## src/rtl/sdram_pkg.sv

```systemverilog
// rtl/sdram_pkg.sv - SDRC command encodings, line-port state type and tie-off values
package sdram_pkg;

  localparam logic [2:0] CmdActivate = 3'b011;
  localparam logic [2:0] CmdWrite    = 3'b100;
  localparam logic [2:0] CmdRead     = 3'b101;

  localparam logic [3:0] DqmTie           = 4'b0000;
  localparam logic       PrechargeCtrlTie = 1'b1;
  localparam logic       PowerDownTie     = 1'b0;
  localparam logic       SelfRefreshTie   = 1'b0;

  // ActWait cycles without an ack before a request is abandoned
  localparam int AckTimeoutCycles = 255;

  typedef enum logic [3:0] {
    Init,
    Idle,
    Activate,
    ActWait,
    WriteBeat,
    WriteRecover,
    ReadCmd,
    ReadWait,
    ReadBeat,
    Done
  } state_e;

endpackage

```

## src/rtl/sdram_line_port.sv

```systemverilog
// rtl/sdram_line_port.sv - whole-line burst adapter to the SDRC; option SDRAM_LINE_PORT_ACK_TIMEOUT_EN adds the timeout port
module sdram_line_port
  import sdram_pkg::*;
#(
  parameter int AddressBitWidth        = 21,
  parameter int ColumnCount            = 8,
  parameter int WaitsAfterBurstWrite   = 10,
  parameter int WaitsPriorToDataAtRead = 3,
  localparam int ColumnBits            = $clog2(ColumnCount)
) (
  input  logic                       clk,
  input  logic                       rst,
  input  logic                       req_valid,
  output logic                       req_ready,
  input  logic                       req_write,
  input  logic [AddressBitWidth-1:0] req_address,
  output logic [ColumnBits-1:0]      wr_column,
  input  logic [31:0]                wr_data,
  output logic                       rd_valid,
  output logic [ColumnBits-1:0]      rd_column,
  output logic [31:0]                rd_data,
  output logic                       done,
`ifdef SDRAM_LINE_PORT_ACK_TIMEOUT_EN
  output logic                       timeout,
`endif
  output logic                       I_sdrc_cmd_en,
  output logic [2:0]                 I_sdrc_cmd,
  output logic [AddressBitWidth-1:0] I_sdrc_addr,
  output logic [31:0]                I_sdrc_data,
  output logic [7:0]                 I_sdrc_data_len,
  output logic [3:0]                 I_sdrc_dqm,
  output logic                       I_sdrc_precharge_ctrl,
  output logic                       I_sdram_power_down,
  output logic                       I_sdram_selfrefresh,
  input  logic [31:0]                O_sdrc_data,
  input  logic                       O_sdrc_init_done,
  input  logic                       O_sdrc_cmd_ack
);

  localparam int         CntWidth = 16;
  localparam logic [7:0] DataLen  = 8'(ColumnCount - 1);

  assign I_sdrc_dqm            = DqmTie;
  assign I_sdrc_precharge_ctrl = PrechargeCtrlTie;
  assign I_sdram_power_down    = PowerDownTie;
  assign I_sdram_selfrefresh   = SelfRefreshTie;

  state_e                     state_q, state_d;
  logic                       write_q, write_d;
  logic [CntWidth-1:0]        cnt_q, cnt_d;
  logic                       req_ready_d, done_d;
  logic                       cmd_en_d;
  logic [2:0]                 cmd_d;
  logic [AddressBitWidth-1:0] addr_d;
  logic [31:0]                data_d;
  logic [7:0]                 len_d;
  logic [ColumnBits-1:0]      wr_column_d, rd_column_d;
  logic                       rd_valid_d;
  logic [31:0]                rd_data_d;
`ifdef SDRAM_LINE_PORT_ACK_TIMEOUT_EN
  logic                       timeout_set;
`endif

  // Next state and next registered-output values; wr_column doubles as the write beat index
  always_comb begin
    state_d     = state_q;
    write_d     = write_q;
    cnt_d       = cnt_q;
    cmd_en_d    = 1'b0;
    cmd_d       = I_sdrc_cmd;
    addr_d      = I_sdrc_addr;
    data_d      = I_sdrc_data;
    len_d       = I_sdrc_data_len;
    wr_column_d = wr_column;
    rd_valid_d  = 1'b0;
    rd_column_d = rd_column;
    rd_data_d   = rd_data;
`ifdef SDRAM_LINE_PORT_ACK_TIMEOUT_EN
    timeout_set = 1'b0;
`endif
    case (state_q)
      Init: begin
        if (O_sdrc_init_done) state_d = Idle;
      end
      Idle: begin
        if (req_valid && req_ready) begin
          write_d     = req_write;
          addr_d      = req_address;
          wr_column_d = '0;
          cmd_en_d    = 1'b1;
          cmd_d       = CmdActivate;
          state_d     = Activate;
        end
      end
      Activate: begin
        cnt_d   = '0;
        state_d = ActWait;
      end
      ActWait: begin
        if (O_sdrc_cmd_ack) begin
          cnt_d    = '0;
          cmd_en_d = 1'b1;
          len_d    = DataLen;
          if (write_q) begin
            cmd_d       = CmdWrite;
            data_d      = wr_data;
            wr_column_d = wr_column + 1'b1;
            state_d     = WriteBeat;
          end else begin
            cmd_d   = CmdRead;
            state_d = ReadCmd;
          end
        end
`ifdef SDRAM_LINE_PORT_ACK_TIMEOUT_EN
        else if (cnt_q == CntWidth'(AckTimeoutCycles - 1)) begin
          timeout_set = 1'b1;
          state_d     = Done;
        end else begin
          cnt_d = cnt_q + 1'b1;
        end
`endif
      end
      WriteBeat: begin
        // wr_column has wrapped to 0 during the last beat
        if (wr_column == '0) begin
          cnt_d   = '0;
          state_d = (WaitsAfterBurstWrite == 0) ? Done : WriteRecover;
        end else begin
          data_d      = wr_data;
          wr_column_d = wr_column + 1'b1;
        end
      end
      WriteRecover: begin
        if (cnt_q == CntWidth'(WaitsAfterBurstWrite - 1)) state_d = Done;
        else cnt_d = cnt_q + 1'b1;
      end
      ReadCmd: begin
        cnt_d   = '0;
        state_d = (WaitsPriorToDataAtRead > 1) ? ReadWait : ReadBeat;
      end
      ReadWait: begin
        if (cnt_q == CntWidth'(WaitsPriorToDataAtRead - 2)) begin
          cnt_d   = '0;
          state_d = ReadBeat;
        end else begin
          cnt_d = cnt_q + 1'b1;
        end
      end
      ReadBeat: begin
        rd_valid_d  = 1'b1;
        rd_data_d   = O_sdrc_data;
        rd_column_d = cnt_q[ColumnBits-1:0];
        if (cnt_q == CntWidth'(ColumnCount - 1)) state_d = Done;
        else cnt_d = cnt_q + 1'b1;
      end
      Done: begin
        state_d = Idle;
      end
      default: begin
        state_d = Init;
      end
    endcase
    req_ready_d = (state_d == Idle);
    done_d      = (state_d == Done);
  end

  // State register and every registered output; reset abandons any burst in flight
  always_ff @(posedge clk) begin
    if (rst) begin
      state_q         <= Init;
      write_q         <= 1'b0;
      cnt_q           <= '0;
      req_ready       <= 1'b0;
      done            <= 1'b0;
      I_sdrc_cmd_en   <= 1'b0;
      I_sdrc_cmd      <= '0;
      I_sdrc_addr     <= '0;
      I_sdrc_data     <= '0;
      I_sdrc_data_len <= '0;
      wr_column       <= '0;
      rd_valid        <= 1'b0;
      rd_column       <= '0;
      rd_data         <= '0;
    end else begin
      state_q         <= state_d;
      write_q         <= write_d;
      cnt_q           <= cnt_d;
      req_ready       <= req_ready_d;
      done            <= done_d;
      I_sdrc_cmd_en   <= cmd_en_d;
      I_sdrc_cmd      <= cmd_d;
      I_sdrc_addr     <= addr_d;
      I_sdrc_data     <= data_d;
      I_sdrc_data_len <= len_d;
      wr_column       <= wr_column_d;
      rd_valid        <= rd_valid_d;
      rd_column       <= rd_column_d;
      rd_data         <= rd_data_d;
    end
  end

`ifdef SDRAM_LINE_PORT_ACK_TIMEOUT_EN
  // Sticky flag recording that some request was abandoned for lack of an ack
  always_ff @(posedge clk) begin
    if (rst) timeout <= 1'b0;
    else if (timeout_set) timeout <= 1'b1;
  end
`endif

endmodule

```

## config.mk

```make
export PLATFORM = sky130hd
export DESIGN_NAME = sdram_line_port
export DESIGN_NICKNAME = d
export VERILOG_FILES = /design/src/rtl/sdram_pkg.sv /design/src/rtl/sdram_line_port.sv
export SDC_FILE = /design/constraint.sdc
export NUM_CORES = 1
export LEC_CHECK = 0
export BUFFER_PORTS_ARGS = -buffer_cell sky130_fd_sc_hd__buf_2
export CAP_MARGIN = 20
export CORE_MARGIN = 2
export CORE_UTILIZATION = 35
export DETAILED_ROUTE_END_ITERATION = 16
export PLACE_DENSITY = 0.62
export SETUP_SLACK_MARGIN = 0.15
export SLEW_MARGIN = 20
export SYNTH_ARGS = -nofsm -noshare
export SYNTH_HDL_FRONTEND = slang
export SYNTH_SLANG_ARGS = --single-unit
```

## constraint.sdc

```tcl
create_clock -name clk -period 2.98 [get_ports clk]
set_input_delay 0.894 -clock clk [delete_from_list [all_inputs] [get_ports clk]]
set_output_delay 0.894 -clock clk [all_outputs]
set_load 0.005 [all_outputs]
```

==> results_dict.tcl, run 1 <==
set metrics [dict create \
    status "finished clean" \
    multi_input_area_um2 2390 \
    grt_max_degree 67 \
    synth.distinct_cells 51 \
    grt_overflow 0 \
    pin_count 204 \
    clockRootBuffer "clkbuf_16" \
    maxSlewHeadroom 0.556 \
    numClockSinks 120 \
    dieWidth_um 124 \
    fin_tns_setup_ns 0 \
    ff_latch_area_um2 2400 \
    fmax_ghz 0.393 \
    finClkSkew_ns 0.0126 \
    grt_antenna_before_repair 0 \
    synth_cells 596 \
    cts_tree "built" \
    ant_nets 0 \
    htree_levels 4 \
    worstPathArrival_ns 2.82 \
    swShare 0.209 \
    final_cell_mix "buf_2, nand2_1, dfxtp_1, a21oi_1, nor2_1" \
    gp_congestion 0.804 \
    core_um2 14000 \
    maxCapViolCount 0 \
    power.leakage_nw 2.78 \
    clk_latency_ns 0.41 \
    hold_class "reg2reg" \
    p_per_area_nw_per_um2 566 \
    fin_ws_ns 0.435 \
    crit_path_start_kind "register" \
    via_count 4781 \
    power_frac_seq 0.427 \
    ctsLongestPathBuffers 2 \
    grt_setup_unrepaired "false" \
    grt_pass1_vias 4458 \
    grtUsageTotal 0.179 \
    crit_start "cnt_q[8]$_SDFFE_PP0P_" \
    irDropWorstVdd_mv 0.337 \
    cts_buffers 17 \
    max_stage_delay_ns 0.56 \
    drc 0 \
    slew_viol_final 0 \
    synth_edf_count 0 \
    ys_ff_latch 120 \
    critical_path.max_fanout 6 \
    die_area_um2 15500 \
    dr.pass1.iters 4 \
    postCtsHoldBufs 0 \
    vias_per_cell 4.95 \
    combPwrFrac 0.049 \
    portBuffers 191 \
    final_nets 868 \
    synth_area_per_cell_um2 8.51 \
    path_cells "or4_4 -> or4_4 -> o32a_1 -> nand3_1 -> buf_4 -> o32ai_1" \
    postCtsSetupBuffers 0 \
    drtIter0Drc 284 \
    finalCritPeriodShare 0.854 \
    criticalPathCategory "reg2reg" \
    cp_slowest_cell "or4_4" \
    pwr-share-clk 0.524 \
    post-dp-hpwl_mm 9.65 \
    antennaDiodeCount 0 \
    crit_path_frequent_cell "or4_4" \
    hold_viol 0 \
    grt_pass1_wl_mm 22.8 \
    final_common_cell "buf_2" \
    yosysSeqAreaShare 0.474 \
    initial_core_util 0.361 \
    dp.cells 934 \
    layout_min_cycle_time_ns 2.55 \
    drive_above_1_share 0.313 \
    ys_warn_count 0 \
    syn2layout_area_growth_pct 32.7 \
    whs_ns 0.450 \
    p_int_w 0.00301 \
    endpoint_kind "register" \
    switchingPower_w 0.000797 \
    ys_async_sr_fraction 0 \
    die_y_um 124 \
    fin_cells 965 \
    synth_area_um2 5070 \
    worst_slew_pin_slew_ns 0.666 \
    pre_cts_ws_ns 0.497 \
    cts_resized 0 \
    cts.reportedPaths.clkPinSlew_ns 0.05 \
    synthFlopType "dfxtp_1" \
    cp_data_required_time_ns 3.25 \
    timing.rr.start "cnt_q[8]$_SDFFE_PP0P_" \
    hold_start "rd_data[20]$_SDFFE_PP0P_" \
    setup_viol 0 \
    design_power_total_w 0.00381 \
    fillCellCount 1358 \
    wl_mm 13.8 \
    wl_per_cell_um 14.3 \
    rows 43 \
]
-- critical path, delay by kind of cell (launching register included) --
family	cells	cell delay (ns)
and+or+nand+nor	3	1.36
DFF	1	0.36
AOI/OAI and AO/OA	2	0.47
buffers and inverters	1	0.22
-- final cells by class --
cell class / instances / area share
repair buffers: 205 / 0.160
clock buffers: 24 / 0.0731
flip-flops and latches: 120 / 0.357
well taps: 180 / 0.0335
inverters: 13 / 0.00725
multi-input cells: 416 / 0.356
clock inverters: 7 / 0.0138
-- per-stage QoR --
step,util,cell area (um2)
global placement,0.438,6150
floorplan,-,5110
detailed placement,0.438,6150
global route,0.479,6730
CTS,0.479,6730
finish,0.479,6730
-- registers in the layout, indices dropped and copies added, names as in the netlist, 3 cells and up --
signal       cells
rd_column        3
wr_column        3
I_sdrc_cmd       3
state_q          4
cnt_q           16
I_sdrc_addr     21
I_sdrc_data     32
rd_data         32
-- cell families after synthesis --
family,synth area share
fa+ha+maj,0.00987
mux,0.0651
buf+inv,0.0661
flops,0.474
other cells,0.00148
xor+xnor,0.00518
compound gates,0.153
simple gates,0.225
-- metal layers --
metal	up-vias	routed length, um	track usage
met4	0	106	0.0575
met3	11	996	0.0614
met1	2197	6070	0.225
li1	2380	-	-
met5	-	0	0
met2	193	6630	0.289
-- cells in the mapped netlist, types with 4 or more instances --
cell / number / area [um2]
o32ai_1: 9 / 78.8
dfxtp_1: 120 / 2400
a2111oi_0: 9 / 78.8
mux2i_1: 33 / 330
ha_1: 4 / 50.1
or4_4: 4 / 45.0
clkbuf_1: 26 / 97.6
or3_1: 9 / 56.3
nor3_1: 10 / 50.1
nand4_1: 5 / 31.3
buf_1: 8 / 30.0
nand3_1: 13 / 65.1
inv_1: 13 / 48.8
a21oi_1: 65 / 325
buf_4: 15 / 113
nand2b_1: 14 / 87.6
nor2_1: 49 / 184
and2_1: 5 / 31.3
a211oi_1: 6 / 45.0
o31ai_1: 4 / 30.0
nand2_1: 125 / 469
buf_2: 7 / 35.0
-- worst paths after layout --
kind	endpoint	slack, ns	cells after the start
worst max-delay path	cnt_q[11]$_SDFFE_PP0P_	0.43	6
worst min-delay path	rd_data[20]$_SDFFE_PP0P_	0.45	2
worst max register to register	cnt_q[11]$_SDFFE_PP0P_	0.43	6
worst min register to register	rd_data[20]$_SDFFE_PP0P_	0.45	2
-- power groups by stage --
stage	Clock [W]	Sequential (W)	Combinational, W
6_report	0.00200	0.00163	0.000185
5_1_grt	0.00212	0.00163	0.000205
4_1_cts	0.00205	0.00163	0.000186
3_5_place_dp	0	0.00166	0.000185
3_3_place_gp	0	0.00166	0.000186
2_1_floorplan	0	0.00166	0.0000992
Power figures use the tool's default switching activity.
==> run 2, diff against run 1 <==
- CTS_CLUSTER_DIAMETER: unset -> 50
- REMOVE_ABC_BUFFERS: unset -> 1
==> results_dict.tcl, run 2 (synthesized netlist as in run 1, its figures left out) <==
set metrics [dict create \
    status "finished clean" \
    power_frac_seq 0.437 \
    timing.rr.start "cnt_q[8]$_SDFFE_PP0P_" \
    pre_cts_ws_ns 0.472 \
    finalInstanceArea_um2 6720 \
    clockRootBuffer "clkbuf_16" \
    ant_nets 0 \
    maxSlewHeadroom 0.565 \
    combPwrFrac 0.050 \
    maxCapViolCount 0 \
    ctsLongestPathBuffers 2 \
    switchingPower_w 0.000841 \
    irDropWorstVdd_mv 0.343 \
    final_common_cell "buf_2" \
    pwr-share-clk 0.513 \
    pin_count 204 \
    core_um2 14000 \
    drtIter0Drc 171 \
    vias_per_cell 4.87 \
    criticalPathCategory "reg2reg" \
    grt_antenna_before_repair 1 \
    path_cells "or4_4 -> or4_4 -> o32a_1 -> nand3_1 -> o32ai_1" \
    grt_overflow 0 \
    critical_path.max_fanout 11 \
    hold_class "reg2reg" \
    portBuffers 191 \
    die_area_um2 15500 \
    antennaDiodeCount 0 \
    syn2layout_area_growth_pct 32.6 \
    final_cell_mix "buf_2, nand2_1, dfxtp_1, a21oi_1, nor2_1" \
    dieWidth_um 124 \
    layout_min_cycle_time_ns 2.56 \
    wl_mm 12.9 \
    fmax_ghz 0.390 \
    drc 0 \
    grt_setup_unrepaired "false" \
    p_int_w 0.00288 \
    critical_path.top_delay_family "simple AND/OR/NAND/NOR gates" \
    die_y_um 124 \
    initial_core_util 0.361 \
    slew_viol_final 0 \
    post-dp-hpwl_mm 8.92 \
    finClkSkew_ns 0.0118 \
    endpoint_kind "register" \
    cts_buffers 17 \
    hold_start "rd_data[14]$_SDFFE_PP0P_" \
    setup_viol 0 \
    fin_ws_ns 0.418 \
    clk_latency_ns 0.42 \
    grt_pass1_wl_mm 21.3 \
    cp_data_required_time_ns 3.24 \
    reg2reg_slack_ns 0.42 \
    cts.reportedPaths.clkPinSlew_ns 0.05 \
    gp_congestion 0.807 \
    max_stage_delay_ns 0.57 \
    hold_viol 0 \
    htree_levels 4 \
    grt_max_degree 54 \
    place_area_um2 6170 \
    swShare 0.226 \
    numClockSinks 120 \
    cp_slowest_cell "or4_4" \
    via_count 4712 \
    reg_top3 "I_sdrc_data: 32 flops, rd_data: 32 flops, I_sdrc_addr: 21 flops" \
    grtUsageTotal 0.166 \
    cts_tree "built" \
    final_nets 869 \
    rows 43 \
    postCtsHoldBufs 0 \
    crit_path_start_kind "register" \
    critPathBufInv 0 \
    drive_above_1_share 0.318 \
    dr.pass1.iters 4 \
    cts_resized 0 \
    power.leakage_nw 2.76 \
    p_per_area_nw_per_um2 554 \
    reg2regPathDepth 5 \
    grt_pass1_vias 4382 \
    worst_slew_pin_slew_ns 0.648 \
    worstPathArrival_ns 2.82 \
    whs_path_depth 2 \
    wl_per_cell_um 13.4 \
    whs_endpoint "rd_data[14]$_SDFFE_PP0P_" \
    crit_path_frequent_cell "or4_4" \
    reg2reg_to "cnt_q[9]$_SDFFE_PP0P_" \
    finalCritPeriodShare 0.860 \
    postCtsSetupBuffers 0 \
]
run 2: cell count changes in the layout (fill, tap and decap cells not counted):
| cell | before | now |
|---|---|---|
| buf_12 | 1 | 2 |
| bufinv_16 | 2 | 1 |
| clkbuf_1 | 3 | 1 |
| clkbuf_8 | 4 | 2 |
| clkinv_2 | 3 | 5 |
| clkinv_4 | 2 | 0 |
| clkinvlp_4 | 0 | 5 |
| inv_6 | 0 | 1 |
run 2: through the flow:
stage / hold WS [ns] / instances / TNS (ns) / util / power, W
final: 0.450 / 967 / 0 / 0.479 / 0.00373
after global placement: 0.438 / 935 / 0 / 0.439 / 0.00185
after floorplan: 0.431 / 549 / -30.05 / - / 0.00172
after detailed placement: 0.444 / 935 / 0 / 0.439 / 0.00185
after CTS: 0.452 / 967 / 0 / 0.479 / 0.00378
after global routing: 0.466 / 967 / 0 / 0.479 / 0.00387
run 2: worst max-delay path by stage:
| stage | startpoint | end | slack, ns | cells past startpoint |
|---|---|---|---|---|
| 2_1_floorplan | req_valid | req_ready$_SDFF_PP0_ | -0.80 | 5 |
| 4_1_cts | cnt_q[8]$_SDFFE_PP0P_ | cnt_q[9]$_SDFFE_PP0P_ | 0.43 | 5 |
| 6_report | cnt_q[8]$_SDFFE_PP0P_ | cnt_q[9]$_SDFFE_PP0P_ | 0.42 | 5 |
| 5_1_grt | cnt_q[8]$_SDFFE_PP0P_ | cnt_q[9]$_SDFFE_PP0P_ | 0.33 | 5 |
| 3_5_place_dp | cnt_q[8]$_SDFFE_PP0P_ | cnt_q[9]$_SDFFE_PP0P_ | 0.47 | 5 |
| 3_3_place_gp | cnt_q[8]$_SDFFE_PP0P_ | cnt_q[13]$_SDFFE_PP0P_ | 0.47 | 5 |
run 2: layout make-up:
cell class	instances	area [um2]
repair buffers	206	1100
clock buffers	20	457
inverters	13	48.8
fillers	1396	7320
multi-input cells	416	2390
well taps	180	225
clock inverters	12	101
flip-flops and latches	120	2400
run 2: power groups by stage:
stage | combinational, W | sequential [W] | clock, W
2_1_floorplan | 0.0000567 | 0.00167 | 0
3_3_place_gp | 0.000188 | 0.00166 | 0
3_5_place_dp | 0.000186 | 0.00166 | 0
4_1_cts | 0.000187 | 0.00163 | 0.00196
5_1_grt | 0.000208 | 0.00163 | 0.00203
6_report | 0.000187 | 0.00163 | 0.00191
run 2: worst register-to-register path, cell delays in order, from the launching register on:
cell and delay, ns:
dfxtp_1 0.35, or4_4 0.55, or4_4 0.57, o32a_1 0.38, nand3_1 0.37, o32ai_1 0.19
run 2: routing by layer:
metal	wire, um	share of wire	global-route usage	vias to the layer above
li1	-	-	-	2385
met1	5880	0.45	0.217	2113
met2	5600	0.43	0.238	197
met3	1340	0.10	0.0717	15
met4	114	0.0088	0.0694	2
met5	13	0.0010	0	-
